===== config.mk =====
export PLATFORM = sky130hd
export DESIGN_NAME = vmem_wr_arb
export DESIGN_NICKNAME = d
export VERILOG_FILES = /design/src/rtl/vmem_wr_arb.sv
export SDC_FILE = /design/constraint.sdc
export NUM_CORES = 1
export LEC_CHECK = 0
export ABC_AREA = 1
export CORE_MARGIN = 5
export CORE_UTILIZATION = 35
export DETAILED_ROUTE_END_ITERATION = 7
export PLACE_DENSITY = 0.7
export SYNTH_ARGS = -nofsm -noshare
export SYNTH_HDL_FRONTEND = slang
export SYNTH_SLANG_ARGS = --single-unit
export TNS_END_PERCENT = 50

===== constraint.sdc =====
create_clock -name i_clk -period 2.6 [get_ports i_clk]
set_input_delay 0.52 -clock i_clk [delete_from_list [all_inputs] [get_ports i_clk]]
set_output_delay 0.52 -clock i_clk [all_outputs]
set_load 0.01 [all_outputs]

===== src/rtl/vmem_wr_arb.sv =====
// vmem_wr_arb: two-requester arbiter/sequencer for the video-memory write
// FIFO port. Requester 0 is the CPU write path and requester 1 is a bulk
// writer (pattern generator / fill engine). Ownership is granted in bounded
// bursts so that neither side starves. The winning beat is registered onto
// the FIFO write port. i_afull stalls issue without losing beats.
//
// Optional build macro VMEM_WR_ARB_STATS_EN adds two 16-bit accepted-beat
// counters (o_stat_r0, o_stat_r1) and a synchronous clear input (i_stat_clr).
module vmem_wr_arb #(
    parameter int MAX_BURST = 16,
    parameter int CNT_W     = 8
) (
    input  logic        i_clk,
    input  logic        i_reset_n,
    input  logic        i_afull,

    input  logic        i_r0_valid,
    output logic        o_r0_ready,
    input  logic [15:0] i_r0_addr,
    input  logic [7:0]  i_r0_data,
    input  logic        i_r0_up_n,
    input  logic        i_r0_lo_n,

    input  logic        i_r1_valid,
    output logic        o_r1_ready,
    input  logic [15:0] i_r1_addr,
    input  logic [7:0]  i_r1_data,
    input  logic        i_r1_up_n,
    input  logic        i_r1_lo_n,

`ifdef VMEM_WR_ARB_STATS_EN
    input  logic        i_stat_clr,
    output logic [15:0] o_stat_r0,
    output logic [15:0] o_stat_r1,
`endif

    output logic        o_wr_n,
    output logic [15:0] o_addr,
    output logic        o_vmem_up_n,
    output logic        o_vmem_lo_n,
    output logic [7:0]  o_vmem_data,
    output logic [1:0]  o_gnt
);

    typedef enum logic [1:0] {
        IDLE = 2'd0,
        OWN0 = 2'd1,
        OWN1 = 2'd2
    } state_t;

    localparam logic [CNT_W-1:0] MAX_CNT = CNT_W'(MAX_BURST);

    state_t           state;
    logic [CNT_W-1:0] cnt;
    logic [CNT_W-1:0] cnt_inc;
    logic             acc0;
    logic             acc1;
    logic             acc;
    logic             limit;

    // Ready is a pure function of the registered owner and backpressure.
    assign o_r0_ready = (state == OWN0) & ~i_afull;
    assign o_r1_ready = (state == OWN1) & ~i_afull;

    assign acc0 = i_r0_valid & o_r0_ready;
    assign acc1 = i_r1_valid & o_r1_ready;
    assign acc  = acc0 | acc1;

    // Burst count including this cycle's accept, saturating at MAX_BURST.
    // No accept can happen while i_afull is high, so the count is frozen then.
    assign cnt_inc = (acc && (cnt != MAX_CNT)) ? cnt + 1'b1 : cnt;

    // The limit is judged on the count including the current beat, so the
    // owner hands over right after its MAX_BURST-th beat instead of
    // squeezing in one extra beat on the handover cycle.
    assign limit = (cnt_inc == MAX_CNT);

    // Ownership FSM: owner state, registered grant and burst counter.
    always_ff @(posedge i_clk or negedge i_reset_n) begin
        if (!i_reset_n) begin
            state <= IDLE;
            o_gnt <= 2'b00;
            cnt   <= '0;
        end else begin
            case (state)
                IDLE: begin
                    cnt <= '0;
                    if (i_r0_valid) begin
                        state <= OWN0;
                        o_gnt <= 2'b01;
                    end else if (i_r1_valid) begin
                        state <= OWN1;
                        o_gnt <= 2'b10;
                    end
                end
                OWN0: begin
                    if (!i_r0_valid || (limit && i_r1_valid)) begin
                        // Direct switch to the other side when it is waiting.
                        cnt <= '0;
                        if (i_r1_valid) begin
                            state <= OWN1;
                            o_gnt <= 2'b10;
                        end else begin
                            state <= IDLE;
                            o_gnt <= 2'b00;
                        end
                    end else begin
                        cnt <= cnt_inc;
                    end
                end
                OWN1: begin
                    if (!i_r1_valid || (limit && i_r0_valid)) begin
                        cnt <= '0;
                        if (i_r0_valid) begin
                            state <= OWN0;
                            o_gnt <= 2'b01;
                        end else begin
                            state <= IDLE;
                            o_gnt <= 2'b00;
                        end
                    end else begin
                        cnt <= cnt_inc;
                    end
                end
                default: begin
                    state <= IDLE;
                    o_gnt <= 2'b00;
                    cnt   <= '0;
                end
            endcase
        end
    end

    // Write port: strobe for one cycle per accepted beat; payload holds otherwise.
    always_ff @(posedge i_clk or negedge i_reset_n) begin
        if (!i_reset_n) begin
            o_wr_n      <= 1'b1;
            o_addr      <= '0;
            o_vmem_data <= '0;
            o_vmem_up_n <= 1'b1;
            o_vmem_lo_n <= 1'b1;
        end else begin
            o_wr_n <= ~acc;
            if (acc0) begin
                o_addr      <= i_r0_addr;
                o_vmem_data <= i_r0_data;
                o_vmem_up_n <= i_r0_up_n;
                o_vmem_lo_n <= i_r0_lo_n;
            end else if (acc1) begin
                o_addr      <= i_r1_addr;
                o_vmem_data <= i_r1_data;
                o_vmem_up_n <= i_r1_up_n;
                o_vmem_lo_n <= i_r1_lo_n;
            end
        end
    end

`ifdef VMEM_WR_ARB_STATS_EN
    // Accepted-beat counters; a clear coinciding with an accept counts that beat.
    always_ff @(posedge i_clk or negedge i_reset_n) begin
        if (!i_reset_n) begin
            o_stat_r0 <= '0;
            o_stat_r1 <= '0;
        end else if (i_stat_clr) begin
            o_stat_r0 <= {15'd0, acc0};
            o_stat_r1 <= {15'd0, acc1};
        end else begin
            if (acc0) o_stat_r0 <= o_stat_r0 + 16'd1;
            if (acc1) o_stat_r1 <= o_stat_r1 + 16'd1;
        end
    end
`endif

endmodule


* After elaboration in Yosys (flattened, before gate mapping)
Index checks and enable logic that the tools add are counted.
Word-level totals: flip-flop bits (word level) 37, bits in latches 0, bits in writable memories 0, bits in read-only memories 0, bits of input ports 57, output and inout port bits 31, logic and storage cells 51, memories kept 0
Operators by class: $add $sub $neg 1, multipliers 0, divide/modulo/power cells 0, $lt $le $gt $ge 0, equal/unequal tests 7, shift-type cells 0, muxes and demuxes 19, bitwise operators 7, reduce and logical (&&, ||, !) cells 10
Operators with widths (count):
- two-way mux 8 bit | 5
- two-way mux 16 bit | 2
- case mux 8 bit (2 select lines) | 1
- two-way mux 2 bit | 5
- adder 8 x 1 -> 8 bit (second input constant) | 1
- equality test 8 x 5 -> 1 bit (second input constant) | 1
- != test 8 x 5 -> 1 bit (second input constant) | 1
- case mux 2 bit (3 select lines) | 1
- two-way mux 1 bit | 5
- AND 1 bit | 4
- != test 2 x 1 -> 1 bit (second input constant) | 2
- logical AND 1 bit | 3
- != test 3 bit (second input constant) | 1
- AND reduction 3 bit | 1
- equality test 2 x 1 -> 1 bit (second input constant) | 1
- equality test 2 bit (second input constant) | 1
- logical NOT 1 bit | 2
- logical NOT 2 bit | 1
- logical OR 1 bit | 2
- NOT 1 bit | 2
- nonzero test 2 bit | 1
- OR 1 bit | 1

* Depth between registers and ports, before layout
Gate-level depths: netlist (run 1).
depth in word-level cells 11, mapped depth 15, mapped depth without buffers 15

* Least setup slack after synthesis (run 1)
OpenSTA, ideal clock, no wires.
path type reg2reg, start point register state[0], end point register cnt[0], library setup time 0.129 ns, arrival 1.828 ns, data required time 2.471 ns, path slack 0.643 ns, stages on the path, launching flop included 14, buffers on the path 1, period minus slack after synthesis 1.957 ns, cells stage by stage dfrtp_1 inv_1 ha_1 nand2_1 nand2_2 nand2_2 buf_4 nor2_4 nand2_1 nand2_1 nor2_2 nand2_2 o211ai_4 nor2_2
On the way: word-level cells in the longest chain between the ends 11, elaborated cells on any way between the ends 17, classes of those cells eq/ne: 3; mux: 4; bitwise: 5; reduce/logical: 5
Ends and longest elaborated chain:
- start: declaration | RTL line 53 | state_t state;
- start signal: assignment | RTL line 81 | state <= IDLE;
- start signal: assignment | RTL line 89 | state <= OWN0;
- start signal: assignment | RTL line 92 | state <= OWN1;
- equality test 2 x 1 -> 1 bit / equality test 2 bit (equally long branches) | RTL line 62, 85, 63
- AND 1 bit (on tied branches) | RTL line 62, 63
- AND 1 bit (on tied branches) | RTL line 65, 66
- OR 1 bit | RTL line 67 | assign acc = acc0 | acc1;
- logical AND 1 bit | RTL line 71 | assign cnt_inc = (acc && (cnt != MAX_CNT)) ? cnt + 1'b1 : cnt;
- two-way mux 8 bit | RTL line 71
- equality test 8 x 5 -> 1 bit | RTL line 76 | assign limit = (cnt_inc == MAX_CNT);
- logical AND 1 bit (on tied branches) | RTL line 112, 97
- logical OR 1 bit (on tied branches) | RTL line 112, 97
- two-way mux 8 bit (on tied branches) | RTL line 112, 97
- case mux 8 bit (2 select lines) (*) | RTL line 85 | case (state)
- end signal: assignment | RTL line 108 | cnt <= cnt_inc;
- end signal: assignment | RTL line 122 | cnt <= cnt_inc;
- end: declaration | RTL line 54 | logic [CNT_W-1:0] cnt;
Every way passes the cells marked *; elsewhere a longest branch is shown, timed or not. A chain may end at the register's enable or synchronous reset.

* Worst setup path after layout (run 1)
start point register state[1], end point output port o_r0_ready
On the way: word-level cells in the longest chain between the ends 2
Ends and longest elaborated chain:
- equality test 2 x 1 -> 1 bit | RTL line 62 | assign o_r0_ready = (state == OWN0) & ~i_afull;
- AND 1 bit | RTL line 62
- end: declaration | RTL line 18 | output logic o_r0_ready,
Every way passes these cells.

==> results of run 1 <==
==> worst max-delay path, cell delays in order, from the launching register on <==
cell	delay [ps]
dfrtp_1	420
inv_1	90
ha_1	200
inv_1	50
nor2_1	120
clkdlybuf4s50_1	570
==> through the flow <==
step                      cells  total power (uW)
after CTS                   451              2637
after global placement      443              2206
after floorplan             287              1535
after detailed placement    443              2228
after global routing        451              2785
final                       451              2595
==> final timing paths <==
check | endpoint | slack [ps] | cells after the start
worst max register to register | cnt[0] | 440 | 13
worst min register to register | o_vmem_up_n | 510 | 2
worst min-delay path | o_vmem_data[1] | 320 | 1
worst max-delay path | o_r0_ready | 350 | 5
max in group asynchronous | cnt[7] | 1750 | 1
min in group i_clk | o_vmem_up_n | 510 | 2
==> power by group <==
part	internal (uW)	total (uW)	leakage, uW	switching, uW
logic	665	1270	0.000859	606
clock network	191	392	0.0000424	201
registers	807	932	0.000435	124
==> cell families (layout without fill, tap and decap cells) <==
logic type / after synthesis / count (layout) / synth area share (%)
and+or+nand+nor: 148 / 148 / 30.77
AOI/OAI and AO/OA: 57 / 57 / 14.43
buffers and inverters: 38 / 127 / 7.679
adders and majority gates: 6 / 6 / 3.490
xor gates and xnor gates: 1 / 1 / 0.4073
DFF: 37 / 37 / 43.22
==> layer usage <==
metal / up-vias / track usage (%)
li1: 1086 / -
met1: 984 / 19.69
met2: 62 / 26.65
met3: 4 / 3.818
met4: 0 / 5.357
met5: - / 0
==> cells in the final DEF (no fill, tap or decap) <==
master | Yosys | layout
clkinv_4 | 0 | 1
o211ai_4 | 1 | 1
ha_1 | 6 | 6
nand3_1 | 13 | 13
nor2_2 | 14 | 14
dfstp_2 | 3 | 3
inv_4 | 1 | 1
o21bai_2 | 1 | 1
o21ai_0 | 1 | 1
dfrtp_1 | 34 | 34
nand2_4 | 2 | 2
o21bai_1 | 1 | 1
inv_1 | 25 | 25
and2_1 | 1 | 1
buf_4 | 1 | 5
a21oi_1 | 53 | 53
nand3_2 | 1 | 1
nand2_1 | 71 | 71
clkbuf_1 | 5 | 2
xor2_1 | 1 | 1
nor2_1 | 35 | 35
buf_2 | 1 | 1
nand2_2 | 8 | 8
or2_2 | 1 | 1
clkinv_1 | 1 | 1
nor3_1 | 1 | 1
clkdlybuf4s50_1 | 0 | 86
clkbuf_8 | 0 | 5
nor2_4 | 1 | 1
==> sequential cells by signal, indices dropped and copies added, names as in the netlist <==
register     flops
o_wr_n           1
o_addr          16
o_vmem_lo_n      1
cnt              8
state            2
o_vmem_up_n      1
o_vmem_data      8
==> area by class of cell <==
type                    instances  area (sq um)
clock inverters                 1         8.758
inverters                      27         103.9
multi-input cells             212          1056
flip-flops and latches         37         929.6
clock buffers                   7         76.32
fillers                       580          2784
repair buffers                 92         903.4
well taps                      75         93.84
==> results_tabular.tex, run 1 <==
\begin{tabular}{lr}
\hline
Metric & Value \\
\hline
\multicolumn{2}{l}{\textbf{Status}} \\
Outcome & finished clean \\
\multicolumn{2}{l}{\textbf{Die}} \\
Width of the die & between 80 and 90 um \\
Core region area & slightly below 0.006 sq mm \\
Number of I/O pins & 88 \\
Row count & 28 \\
Initial core utilization & a little over a third \\
Die Y-Extent & 88.39 um \\
Die footprint & 0.007813 sq mm \\
\multicolumn{2}{l}{\textbf{Route}} \\
Routed length on met1 & 2454 um \\
Antenna Violating Nets Remaining & 0 \\
Mean number of vias per cell & $\sim$4.7 \\
Post-detailed-route DRC marker count & 0 \\
Number of design-rule violations left by the first detailed-router iteration & 85 \\
Routed wire length & just over 6000 um \\
First-pass detailed-route iteration total & 4 \\
Routed WL per cell & 13.37 um \\
Max Used Layer & met4 \\
Amount of wire on met3 after detailed routing & 461 um \\
Via total after detailed routing & about 2100 \\
Amount of wire on met2 after detailed routing & 3056 um \\
\multicolumn{2}{l}{\textbf{STA}} \\
Final TNS setup & 0 ps \\
Highest Clock Rate & 445.3 MHz \\
Worst setup skew after layout & between 9 and 10 ps \\
Hold Violations, Final & 0 \\
Final period utilization & 86.37\% \\
Slew at the pin closest to its max-slew limit & 827.8 ps \\
Setup repair after global routing missed its margin & false \\
Post-route setup slack & 354.3 ps \\
Final slew viol count & 0 \\
Tmin final & about 2200 ps \\
Minimum hold slack & 322.4 ps \\
Max\_slew headroom & 44.81\% \\
Final setup viols & 0 \\
\multicolumn{2}{l}{\textbf{CTS}} \\
CTS-repair resized insts & 0 \\
Clock latency reported for the late side of the worst-skew pair & 290 ps \\
Library cell used as clock root buffer & clkbuf\_8 \\
Clk slew on worst S/H paths & roughly 70 ps \\
Number of buffers on the longest clock path & 2 \\
CTS tree & yes \\
CTS Buf Count & 5 \\
Number of clock sinks seen by CTS & 37 \\
CTS Hold Buffers Added & 0 \\
\# H-tree levels & 2 \\
Number of buffers inserted by post-CTS setup repair & 0 \\
\multicolumn{2}{l}{\textbf{Flow run}} \\
\# Max-Cap Violations & 0 \\
\multicolumn{2}{l}{\textbf{Synthesis}} \\
Netlist area before placement & 0.002151 sq mm \\
Number of warnings printed during yosys synthesis & 0 \\
Area leader, netlist & dfrtp\_1 \\
Number of storage elements in the synthesis netlist & 37 \\
Per-instance average area after synthesis & 7.494 sq um \\
Top cells by count, synth & 71 x nand2\_1, 53 x a21oi\_1, 35 x nor2\_1 \\
Distinct cells, synth & 28 \\
Number of enable-type register cells in the synthesized netlist & 0 \\
Share of synthesized flip-flops with an asynchronous set or reset & between 90\% and 100\% \\
Sequential cell area fraction in the yosys report & 43.22\% \\
Top FF cell, synth & dfrtp\_1 \\
Synth Net Count & between 300 and 400 \\
Most area-consuming cells after synthesis & dfrtp\_1 40\%, nand2\_1 12\%, a21oi\_1 12\% \\
Number of standard cells after synthesis & 287 \\
Synth top area share & 39.56\% \\
Top-count cell post-synth & nand2\_1 \\
\multicolumn{2}{l}{\textbf{Cells and area}} \\
Count of inserted antenna diode cells & 0 \\
Final core area utilization & roughly 53\% \\
Post-layout instance area & about 0.0032 sq mm \\
Share of cells above drive strength 1 & 11.97\% \\
Layout area overhead & 47.47\% \\
Net count reported at finish & 438 \\
\multicolumn{2}{l}{\textbf{Critical path}} \\
Req. time, crit path & 2080 ps \\
Setup CP Type & reg2out \\
Type of origin of the critical path & flop \\
Critical Path End Type & output pin \\
Worst EP arrival & 1730 ps \\
Worst r2r src & state[0] \\
Top fanout value on the critical path & 5 \\
Start point of the critical path & state[1] \\
\multicolumn{2}{l}{\textbf{Global route}} \\
First-pass GRT wire length & 9397 um \\
Pin count of the biggest net entering global routing & 38 \\
Vias in the first global route & 2011 \\
Overflow left after global routing & 0 \\
Antenna violations before repair & 0 \\
Total Routing Usage GR & between 10\% and 20\% \\
\multicolumn{2}{l}{\textbf{Placement}} \\
Post-place setup slack & 73.12 ps \\
Routability Congestion & roughly 0.87 \\
\# port buffers & 87 \\
HPWL after detailed placement & 4631 um \\
Area after DPL & about 0.003 sq mm \\
\multicolumn{2}{l}{\textbf{Worst hold path}} \\
Hold crit path type & in2async \\
\multicolumn{2}{l}{\textbf{Pwr}} \\
Power per standard cell area & between 800 and 900 mW/mm\^{}2 \\
Maximum ir drop on the vdd rail & 0.3910 mV \\
Leakage power summed over all cells & $\sim$0.0013 uW \\
\hline
\end{tabular}
(Power assumes the default switching activity.)
==> run 2: changes to the inputs <==
Clock period 2.6 ns to 2.3 ns, I/O delays scaled along.
==> run 2 against run 1 <==
  * Via count increased by 0.80%
  * Worst hold slack got worse by 56 ps
  * Wire length up 5.2%
  * Register-to-register slack worse by 280 ps
  * Combinational power up 17%
  * Core utilization increased by 1.6 points
  * Worst setup slack got worse by 200 ps
  * Non-clock buffer count is 7 higher
  * Critical path type unchanged
  * Critical endpoint is now o_r1_ready
==> results_tabular.tex, run 2 (synthesis gave the netlist of run 1 again) <==
\begin{tabular}{lr}
\hline
Metric & Value \\
\hline
\multicolumn{2}{l}{\textbf{Route}} \\
Antenna Violating Nets Remaining & 0 \\
Via total after detailed routing & roughly 2200 \\
Routed WL per cell & around 14 um \\
Post-detailed-route DRC marker count & 0 \\
First-pass detailed-route iteration total & 6 \\
Mean number of vias per cell & 4.701 \\
Number of design-rule violations left by the first detailed-router iteration & 114 \\
Routed wire length & 6347 um \\
\multicolumn{2}{l}{\textbf{Die}} \\
Initial core utilization & 36.11\% \\
Die footprint & between 0.007 and 0.008 sq mm \\
Core region area & 0.005956 sq mm \\
Row count & 28 \\
Die Y-Extent & 88.39 um \\
Width of the die & 88.39 um \\
Number of I/O pins & 88 \\
\multicolumn{2}{l}{\textbf{Cells and area}} \\
Post-route insts no fill & around 460 \\
Share of cells above drive strength 1 & between 10\% and 20\% \\
Top reg by flops & o\_addr \\
Most used cells in the layout excluding fill and tap cells & 85 x clkdlybuf4s50\_1, 71 x nand2\_1, 53 x a21oi\_1 \\
Count of filler cells inserted in the layout & 596 \\
Layout area overhead & 51.89\% \\
Count of inserted antenna diode cells & 0 \\
Sequential cell area & 929.6 sq um \\
Number of flip-flops in the largest register & 16 \\
Net count reported at finish & 445 \\
Final core area utilization & 54.85\% \\
Commonest non-fill, non-tap cell in the layout & clkdlybuf4s50\_1 \\
Total area of multi-input combinational cells & 0.001064 sq mm \\
Largest registers & o\_addr: 16 flops, cnt: 8 flops, o\_vmem\_data: 8 flops \\
\multicolumn{2}{l}{\textbf{Critical path}} \\
Top fanout value on the critical path & 5 \\
Type of origin of the critical path & flop \\
Worst EP arrival & 1690 ps \\
End of the worst register-to-register path & cnt[0] \\
Start point of the critical path & state[0] \\
Setup CP Type & reg2out \\
Crit path to & o\_r1\_ready \\
Logic depth of the worst register-to-register path & 13 \\
Worst-case register-to-register setup slack & 160 ps \\
Worst r2r src & state[0] \\
Req. time, crit path & 1840 ps \\
Critical Path End Type & output pin \\
\multicolumn{2}{l}{\textbf{STA}} \\
Hold Violations, Final & 0 \\
Slew at the pin closest to its max-slew limit & 848.0 ps \\
Max\_slew headroom & between 40\% and 50\% \\
Setup repair after global routing missed its margin & true \\
Highest Clock Rate & 465.0 MHz \\
Tmin final & 2151 ps \\
Final setup viols & 0 \\
Final slew viol count & 0 \\
Final period utilization & 93.50\% \\
Worst setup skew after layout & 3.449 ps \\
\multicolumn{2}{l}{\textbf{Placement}} \\
Routability Congestion & 0.9101 \\
HPWL after detailed placement & 4875 um \\
\# port buffers & 87 \\
Total instance count after detailed placement & 450 \\
\multicolumn{2}{l}{\textbf{Global route}} \\
Pin count of the biggest net entering global routing & 38 \\
First-pass GRT wire length & 10130 um \\
Total Routing Usage GR & approximately 17\% \\
Vias in the first global route & 2177 \\
Antenna violations before repair & 0 \\
Overflow left after global routing & 0 \\
\multicolumn{2}{l}{\textbf{CTS}} \\
\# H-tree levels & 2 \\
CTS tree & yes \\
Clk slew on worst S/H paths & 80 ps \\
Clock latency reported for the late side of the worst-skew pair & 290 ps \\
Library cell used as clock root buffer & clkbuf\_8 \\
CTS Buf Count & 5 \\
Number of clock sinks seen by CTS & 37 \\
Number of buffers on the longest clock path & 2 \\
Number of buffers inserted by post-CTS setup repair & 0 \\
\multicolumn{2}{l}{\textbf{Flow run}} \\
\# Max-Cap Violations & 0 \\
\multicolumn{2}{l}{\textbf{Pwr}} \\
Power after layout & 3062 uW \\
Power per standard cell area & 937.4 mW/mm\^{}2 \\
Leakage power summed over all cells & between 0.001 and 0.0015 uW \\
Maximum ir drop on the vdd rail & 0.4639 mV \\
\multicolumn{2}{l}{\textbf{Status}} \\
Outcome & finished clean \\
\multicolumn{2}{l}{\textbf{Worst hold path}} \\
Hold crit path type & in2async \\
\hline
\end{tabular}
-- run 2: power breakdown --
part / total [uW] / switching (uW) / leakage, uW / internal (uW)
registers: 1050 / 140 / 0.000435 / 912
clock network: 526 / 249 / 0.0000549 / 277
logic: 1480 / 699 / 0.000915 / 785
-- run 2: routing by layer --
layer | global-route usage [%] | vias to the layer above | part of all wire (%)
li1 | - | 1095 | -
met1 | 21.16 | 997 | 42
met2 | 27.94 | 57 | 50
met3 | 4.097 | 4 | 7.0
met4 | 5.220 | 0 | 1.3
met5 | 0 | - | 0
-- run 2: worst max-delay path, cell delays in order (launching register included) --
cell,delay (ps)
dfrtp_1,430
inv_1,100
ha_1,200
inv_1,50
nor2_1,70
clkdlybuf4s50_1,540
-- run 2: repair_timing --
item | in CTS | in global routing
resized for setup | 0 | 2
hold buffers | 0 | 0
endpoints found under the setup margin | 0 | 2
-- run 2: worst min-delay path by stage --
stage                     start  depth (start not counted)  slack, ps          end
finish                i_reset_n                          1        270     state[0]
global route          i_reset_n                          1        340     state[0]
CTS                   i_reset_n                          1        310     state[0]
detailed placement  o_vmem_lo_n                          2        490  o_vmem_lo_n
global placement    o_vmem_up_n                          2        490  o_vmem_up_n
floorplan             i_reset_n                          0        160       cnt[0]
-- run 2: area by class of cell --
class                   count  share of cell area [%]
multi-input cells         212                   32.55
repair buffers             99                   29.72
clock buffers               7                   2.949
flip-flops and latches     37                   28.46
clock inverters             1                  0.2681
well taps                  75                   2.872
inverters                  27                   3.179
-- run 2: through the flow --
stage	setup TNS [ps]	cell area (sq um)	hold slack [ps]	worst slack, ps
after detailed placement	-77.33	3152	492.6	-15.63
after global placement	0	3152	488.5	82.32
after CTS	0	3257	306.9	69.70
after floorplan	0	2151	164.4	343.4
after global routing	-4.974	3267	343.9	-4.974
final	0	3267	266.7	149.5
